[src/rtl/obstacle_engine.sv]
// obstacle_engine: per-lane obstacle spawn/scroll/retire with collision, score and pixel mask
module obstacle_engine #(
  parameter int LANE_X0   = 120,
  parameter int LANE_W    = 80,
  parameter int OBS_W     = 48,
  parameter int OBS_H     = 64,
  parameter int SCREEN_H  = 480,
  parameter int PLAYER_Y  = 400,
  parameter int PLAYER_H  = 64,
  parameter int SPAWN_GAP = 40
) (
  input  logic       clk,
  input  logic       rst,
  input  logic       frame_tick,
  input  logic       enable,
  input  logic [2:0] obstacle_num,
  input  logic [1:0] speed_data0,
  input  logic [1:0] speed_data1,
  input  logic [1:0] speed_data2,
  input  logic [1:0] speed_data3,
  input  logic [1:0] speed_data4,
  input  logic [2:0] player_lane,
  input  logic [9:0] pixel_x,
  input  logic [9:0] pixel_y,
  output logic [4:0] car_on,
  output logic [4:0] active,
  output logic       crash,
  output logic [9:0] score
);
  localparam int CW = $clog2(SPAWN_GAP);
  localparam logic [9:0] SCORE_MAX = 10'd999;
  typedef enum logic [1:0] {IDLE, RUN, CRASHED} state_t;
  state_t r_state, w_state_n;
  logic [4:0] r_act, w_act_n, r_car_on, w_car_on, w_retire, w_mv_act, w_ovl, w_spawn;
  logic [9:0] r_y [5];
  logic [9:0] w_y_n [5];
  logic [9:0] w_mv_y [5];
  logic [10:0] w_sum [5];
  logic [2:0] w_d [5];
  logic [1:0] r_spd [5];
  logic [1:0] w_spd_n [5];
  logic [1:0] w_sd [5];
  logic [CW-1:0] r_cnt, w_cnt_n;
  logic [9:0] r_score, w_score_n, w_score_sat;
  logic [10:0] w_score_sum;
  logic [2:0] w_ret;
  logic [7:0] w_act_pad, w_hit_pad, w_spawn_pad;
  logic w_spawn_ok, w_hit;
  assign w_sd = '{speed_data0, speed_data1, speed_data2, speed_data3, speed_data4};
  for (genvar i = 0; i < 5; i++) begin : g_lane
    localparam int XL = LANE_X0 + i * LANE_W + (LANE_W - OBS_W) / 2;
    assign w_d[i]      = (r_spd[i] == 2'd0) ? 3'd2 : {r_spd[i], 1'b0};
    assign w_sum[i]    = {1'b0, r_y[i]} + {8'd0, w_d[i]};
    assign w_retire[i] = r_act[i] && (w_sum[i] >= 11'(SCREEN_H));
    assign w_mv_act[i] = r_act[i] && !w_retire[i];
    assign w_mv_y[i]   = w_mv_act[i] ? w_sum[i][9:0] : r_y[i];
    assign w_ovl[i]    = ({1'b0, w_mv_y[i]} + 11'(OBS_H) > 11'(PLAYER_Y)) &&
                         ({1'b0, w_mv_y[i]} < 11'(PLAYER_Y + PLAYER_H));
    assign w_car_on[i] = (r_state != IDLE) && r_act[i] &&
                         ({1'b0, pixel_x} >= 11'(XL)) && ({1'b0, pixel_x} < 11'(XL + OBS_W)) &&
                         ({1'b0, pixel_y} >= {1'b0, r_y[i]}) &&
                         ({1'b0, pixel_y} < {1'b0, r_y[i]} + 11'(OBS_H));
  end
  // Padding to 8 bits lets out-of-range lane codes 5..7 index harmlessly as zero
  assign w_act_pad   = {3'b0, r_act};
  assign w_hit_pad   = {3'b0, w_mv_act & w_ovl};
  assign w_hit       = w_hit_pad[player_lane];
  assign w_spawn_ok  = (r_cnt == CW'(SPAWN_GAP - 1)) && (obstacle_num <= 3'd4) && !w_act_pad[obstacle_num];
  assign w_spawn_pad = w_spawn_ok ? (8'd1 << obstacle_num) : 8'd0;
  assign w_spawn     = w_spawn_pad[4:0];
  assign w_score_sum = {1'b0, r_score} + {8'd0, w_ret};
  assign w_score_sat = (w_score_sum > {1'b0, SCORE_MAX}) ? SCORE_MAX : w_score_sum[9:0];
  always_comb begin
    w_ret = '0;
    for (int k = 0; k < 5; k++) w_ret = w_ret + {2'b0, w_retire[k]};
  end
  always_comb begin
    w_state_n = r_state;
    w_act_n   = r_act;
    w_y_n     = r_y;
    w_spd_n   = r_spd;
    w_cnt_n   = r_cnt;
    w_score_n = r_score;
    if (r_state == IDLE || !enable) begin
      w_act_n   = '0;
      w_y_n     = '{default: '0};
      w_spd_n   = '{default: '0};
      w_cnt_n   = '0;
      w_state_n = (r_state == IDLE && enable) ? RUN : IDLE;
      w_score_n = (r_state == IDLE && enable) ? '0 : r_score;
    end else if (r_state == RUN && frame_tick) begin
      for (int k = 0; k < 5; k++) begin
        w_act_n[k] = w_mv_act[k] || w_spawn[k];
        w_y_n[k]   = w_spawn[k] ? '0 : w_mv_y[k];
        w_spd_n[k] = w_spawn[k] ? w_sd[k] : r_spd[k];
      end
      w_cnt_n   = w_spawn_ok ? '0 : (r_cnt == CW'(SPAWN_GAP - 1)) ? r_cnt : r_cnt + 1'b1;
      w_score_n = w_score_sat;
      w_state_n = w_hit ? CRASHED : RUN;
    end
  end
  always_ff @(posedge clk) begin
    if (rst) begin
      r_state  <= IDLE;
      r_act    <= '0;
      r_y      <= '{default: '0};
      r_spd    <= '{default: '0};
      r_cnt    <= '0;
      r_score  <= '0;
      r_car_on <= '0;
    end else begin
      r_state  <= w_state_n;
      r_act    <= w_act_n;
      r_y      <= w_y_n;
      r_spd    <= w_spd_n;
      r_cnt    <= w_cnt_n;
      r_score  <= w_score_n;
      r_car_on <= w_car_on;
    end
  end
  assign car_on = r_car_on;
  assign active = r_act;
  assign crash  = (r_state == CRASHED);
  assign score  = r_score;
endmodule
[config.mk]
export PLATFORM = sky130hd
export DESIGN_NAME = obstacle_engine
export DESIGN_NICKNAME = d
export VERILOG_FILES = /design/src/rtl/obstacle_engine.sv
export SDC_FILE = /design/constraint.sdc
export NUM_CORES = 1
export LEC_CHECK = 0
export ABC_AREA = 0
export CORE_MARGIN = 2
export CORE_UTILIZATION = 59
export DETAILED_ROUTE_END_ITERATION = 10
export DONT_BUFFER_PORTS = 1
export HOLD_SLACK_MARGIN = 0.12
export PLACE_DENSITY = 0.9
export SLEW_MARGIN = 5
export SYNTH_ARGS = -nofsm -noshare
export SYNTH_HDL_FRONTEND = slang
export SYNTH_SLANG_ARGS = --single-unit
[constraint.sdc]
create_clock -name clk -period 5.26 [get_ports clk]
set_clock_uncertainty 0.1 [all_clocks]
set_input_delay 1.052 -clock clk [delete_from_list [all_inputs] [get_ports clk]]
set_output_delay 1.052 -clock clk [all_outputs]
set_load 0.05 [all_outputs]
; Word level (Yosys, flattened, before mapping)
; Index checks and enable logic that the tools add are counted.
[totals]
register_bits = 88
word_cells = 185
[op_classes]
addsub = 21
order_cmp = 39
eq_ne = 5
shift = 1
n_mux = 30
n_bitwise = 1
n_reduce_logical = 73
[ops]
columns = op, n
row1 = 10-bit 2-to-1 mux, 14
row2 = "10-bit by 7-bit adder with 11-bit output, second input constant", 10
row3 = "10-bit by 9-bit less-than comparator with 1-bit output, second input constant", 9
row4 = 10-bit by 3-bit adder with 11-bit output, 6
row5 = "11-bit by 9-bit >= comparator with 1-bit output, second input constant", 5
row6 = "11-bit by 9-bit greater-than comparator with 1-bit output, second input constant", 5
row7 = 10-bit by 11-bit less-than comparator with 1-bit output, 5
row8 = 10-bit >= comparator, 5
row9 = 1-bit logical AND, 44
row10 = "10-bit by 9-bit >= comparator with 1-bit output, second input constant", 3
row11 = "10-bit by 8-bit >= comparator with 1-bit output, second input constant", 2
row12 = 3-bit 2-to-1 mux, 5
row13 = 2-bit AND reduction, 7
row14 = 2-bit logical NOT, 6
row15 = 6-bit 2-to-1 mux, 2
row16 = "11-bit by 10-bit greater-than comparator with 1-bit output, second input constant", 1
row17 = "10-bit by 8-bit less-than comparator with 1-bit output, second input constant", 1
row18 = "3-bit by 4-bit less-than comparator with 1-bit output, second input constant", 2
row19 = 1-bit logical NOT, 7
row20 = 3-bit by 1-bit adder with 3-bit output, 2
row21 = "6-bit by 1-bit adder with 6-bit output, second input constant", 1
row22 = 1-bit binary-select mux with 3-bit select, 2
row23 = "6-bit equality test, second input constant", 1
row24 = 1-bit logical OR, 6
row25 = other kinds (14), 19

; Depth between registers and ports, before layout
[logic_depth]
ltp_word = 17
depth_mapped = 23

; Least setup slack after synthesis
; Ideal clock, no wire load.
[synth_timing]
path_kind = register to register
startpoint = register r_spd[4] in the netlist's numbering
endpoint = register r_score[5] (netlist: score[5])
setup_ns = 0.128
arrival_ns = 4.946
t_required_ns = 5.032
path_slack_ns = 0.087
stages_incl_launch_ff = 24
synth_period_minus_slack_ns = 5.173
cell_sequence = dfxtp_1 > nand2b_1 > ha_1 > fa_1 > and3_1 > xnor2_1 > a2bb2oi_1 > a21boi_0 > fa_1 > inv_1 > fa_1 > inv_1 > ha_1 > fa_1 > a21oi_1 > nor2b_1 > clkbuf_1 > a21o_1 > nand3_1 > a21boi_0 > o21ai_0 > o21ai_0 > a22oi_1 > nor2_1
[synth_between]
elab_chain_len = 13
[synth_rtl]
columns = element, line_no
row1 = start: declaration, 40  ; logic [1:0] r_spd [5];
row2 = start signal: assignment, 115  ; r_spd <= w_spd_n;
row3 = 2-bit logical NOT, 52  ; assign w_d[i] = (r_spd[i] == 2'd0) ? 3'd2 : {r_spd[i], 1'b0};
row4 = 3-bit 2-to-1 mux (*), 52
row5 = 10-bit by 3-bit adder with 11-bit output (*), 53  ; assign w_sum[i] = {1'b0, r_y[i]} + {8'd0, w_d[i]};
row6 = 11-bit by 9-bit >= comparator with 1-bit output (*), 54  ; assign w_retire[i] = r_act[i] && (w_sum[i] >= 11'(SCREEN_H));
row7 = 1-bit logical AND (*), 54
row8 = 2-bit by 1-bit adder with 3-bit output (*), 75  ; for (int k = 0; k < 5; k++) w_ret = w_ret + {2'b0, w_retire[k]};
row9 = 3-bit by 1-bit adder with 3-bit output (*) (2 in a row), 75
row10 = 10-bit by 3-bit adder with 11-bit output (*), 71  ; assign w_score_sum = {1'b0, r_score} + {8'd0, w_ret};
row11 = 11-bit by 10-bit greater-than comparator with 1-bit output, 72  ; assign w_score_sat = (w_score_sum > {1'b0, SCORE_MAX}) ? SCORE_MAX : w_score_sum[9:0];
row12 = 10-bit 2-to-1 mux (*), 72
row13 = 10-bit 2-to-1 mux (*), 91  ; end else if (r_state == RUN && frame_tick) begin
row14 = 10-bit 2-to-1 mux (*), 84  ; if (r_state == IDLE || !enable) begin
row15 = end signal: assignment, 117  ; r_score <= w_score_n;
row16 = end: declaration, 44  ; logic [9:0] r_score, w_score_n, w_score_sat;
; Every way passes the cells marked *; elsewhere a longest branch is shown, timed or not. The select of a mux whose other input is x is not followed.
; A chain may end at the register's enable or synchronous reset.

; Final worst setup path
[layout_timing]
startpoint = register r_spd[4] in the netlist's numbering
endpoint = register r_score[3] (netlist: score[3])
; Same word-level chain as after synthesis.

==> results_dict.tcl <==
set metrics [dict create \
    setup_violations 0 \
    ys_seq_elements 83 \
    diodes 0 \
    via_count 7320 \
    ant_nets 0 \
    yosysMostFrequentCell "ha_1" \
    crit_slowest_cell "fa_1" \
    crit_top_cell "fa_1" \
    ys_seq_area_frac 0.221 \
    start_util 0.601 \
    synth_cell_types 77 \
    wl_per_cell_um 18.2 \
    portBuffers 0 \
    crit_path_end_kind "register" \
    synth_nets 1103 \
    pin_count 61 \
    min_path_cells 2 \
    fin_tns_setup_ns 0 \
    async_reset_ff_frac 0 \
    critPathBufInv 3 \
    crit_chain "nand2b_1 -> ha_1 -> fa_1 -> and3_2 -> xnor2_2 -> a2bb2oi_2 -> a21boi_1 -> fa_1 -> inv_1 -> fa_1 -> inv_1 -> ha_1 -> fa_1 -> a21oi_2 -> nor2b_2 -> nor4b_1 -> o21ai_1 -> buf_4 -> and2_1 -> o21ai_0 -> o21ai_0" \
    chipWidth_um 117 \
    pre_cts_ws_ns 0.0502 \
    synth_top_cell_area_share 0.221 \
    grt_pass1_vias 6900 \
    p_leak_nw 2.86 \
    grt_usage 0.309 \
    finalPower_w 0.00147 \
    overflow 0 \
    drt-initial-drc-count 725 \
    cts_tree "built" \
    worst_pin_slew_ns 1.16 \
    synth_ff_type "dfxtp_1" \
    crit_type "register to register" \
    hp-class "register to register" \
    max-slew-margin-rel 0.228 \
    cts_buffer_depth 2 \
    hp-start "r_spd[0]" \
    grt_max_degree 33 \
    drv_slew 0 \
    start_kind "register" \
    fmax_mhz 199 \
    post_synth.cell_area_avg_um2 7.79 \
    netlist_instances 965 \
    core_um2 12500 \
    netlist_area_um2 7520 \
    hpwl_mm 14.8 \
    r2r-start "r_spd[4]" \
    gp_congestion 0.992 \
    layout-drive-gt1-share 0.0646 \
    cts_made_buffers 9 \
    outcome "finished clean" \
    htreeDepth 3 \
    yosysTopAreaCell "dfxtp_1" \
    fin_crit_ns 5.02 \
    synth_edf_count 0 \
    crit_family "adder cells" \
    drv_cap 0 \
    via_per_inst 6.56 \
    ys_top_cells_by_count "ha_1, nor2_1, dfxtp_1, a21oi_1, inv_1" \
    reg2reg_depth 21 \
    wirelength_mm 20.3 \
    die_area_um2 13700 \
    nNetsFinal 1077 \
    fin_crit_sh 0.955 \
    clk_latency_ns 0.36 \
    placed_area_um2 7600 \
    clk_pin_slew_ns 0.06 \
    grt_pass1_wl_mm 33.3 \
    crit_start "r_spd[4]" \
    cts.sinks 83 \
    post-route-drc-count 0 \
    dieHeight_um 117 \
    antenna_found_initial 0 \
    fin_ws_ns 0.236 \
    row_count 41 \
    slowest_delay_ns 0.50 \
    hold_viol_final 0 \
    cp.required_ns 5.39 \
    finalInstanceArea_um2 7980 \
    cts_root_buf "clkbuf_16" \
    ir_drop_mv 0.171 \
    synthTopCellsByArea "dfxtp_1, ha_1, a21oi_1, xnor2_1, nor2_1" \
    area_growth_pct 6.14 \
    crit_fanout 5 \
    yosys_warnings 0 \
    cp.depth 21 \
    crit_arrival_ns 5.16 \
    first_pass_iters 5 \
    power.density_nw_per_um2 184 \
]
metrics by stage:
step / instances / hold WS, ns / util
after global routing: 1116 / 0.393 / 0.638
after detailed placement: 1099 / 0.348 / 0.607
after CTS: 1115 / 0.357 / 0.634
after global placement: 1099 / 0.340 / 0.607
after floorplan: 965 / 0.331 / -
final: 1116 / 0.351 / 0.638
sequential cells by signal, indices dropped and copies added (netlist names):
name     count
r_y         45
r_spd       10
score       10
r_cnt        6
active       5
car_on       5
r_state      2
area by class of cell:
class                           count  area (µm²)
Clock inverter                      4        98.8
Tap cell                          172         215
Timing Repair Buffer               13        97.6
Fill cell                        1064        4540
Sequential cell                    83        1660
Inverter                           69         259
Multi-Input combinational cell    763        5410
Clock buffer                       12         236
routing by layer:
metal	wire, µm	global-route usage
met2	9040	0.493
met4	980	0.166
met3	1900	0.0597
met5	0	0
met1	8360	0.395
power breakdown:
group          switching (W)  total, W  leakage, nW  internal [W]
Sequential        0.00000187  0.000631        0.668      0.000629
Combinational      0.0000638  0.000105         2.03     0.0000415
Clock               0.000269  0.000734        0.161      0.000465
Total               0.000334   0.00147         2.86       0.00114
worst paths after layout:
kind	to	slack [ns]
max	score[3]	0.24
min	r_spd[0]	0.35
max reg2reg	score[3]	0.24
min reg2reg	r_spd[0]	0.35
worst register-to-register path, cell delays in order, from the launching register on:
cell	delay, ns
dfxtp_1	0.31
nand2b_1	0.13
ha_1	0.22
fa_1	0.39
and3_2	0.28
xnor2_2	0.25
a2bb2oi_2	0.20
a21boi_1	0.12
fa_1	0.50
inv_1	0.06
fa_1	0.50
inv_1	0.04
ha_1	0.20
fa_1	0.42
a21oi_2	0.17
nor2b_2	0.08
nor4b_1	0.32
o21ai_1	0.14
buf_4	0.17
and2_1	0.16
o21ai_0	0.06
o21ai_0	0.09
placed cells by master, fill, tap and decap left out, drive strengths merged, types with 12 or more instances in the layout:
master / n
nor2: 84
buf: 13
o21ai: 55
a311oi: 13
inv: 69
nand2: 66
nand4: 21
clkbuf: 12
xor2: 13
nor4: 12
nand2b: 16
o21a: 24
a31oi: 13
nor3: 24
nand3: 50
a22oi: 19
and3: 19
dfxtp: 83
a21oi: 73
ha: 90
xnor2: 40
a21o: 12
kinds of logic after synthesis:
family | Yosys count | synth area share
adders and majority gates | 98 | 0.171
DFF | 83 | 0.221
and+or+nand+nor | 334 | 0.228
muxes | 6 | 0.00965
xor gates and xnor gates | 53 | 0.0637
buffers and inverters | 119 | 0.0657
AOI/OAI and AO/OA | 272 | 0.241
repair_timing:
item,CTS,global route
endpoints found under the setup margin,0,7
setup buffers,0,1
gates resized for setup,0,10
hold buffers,0,0
No activity file was read; power rests on OpenSTA's default activity.
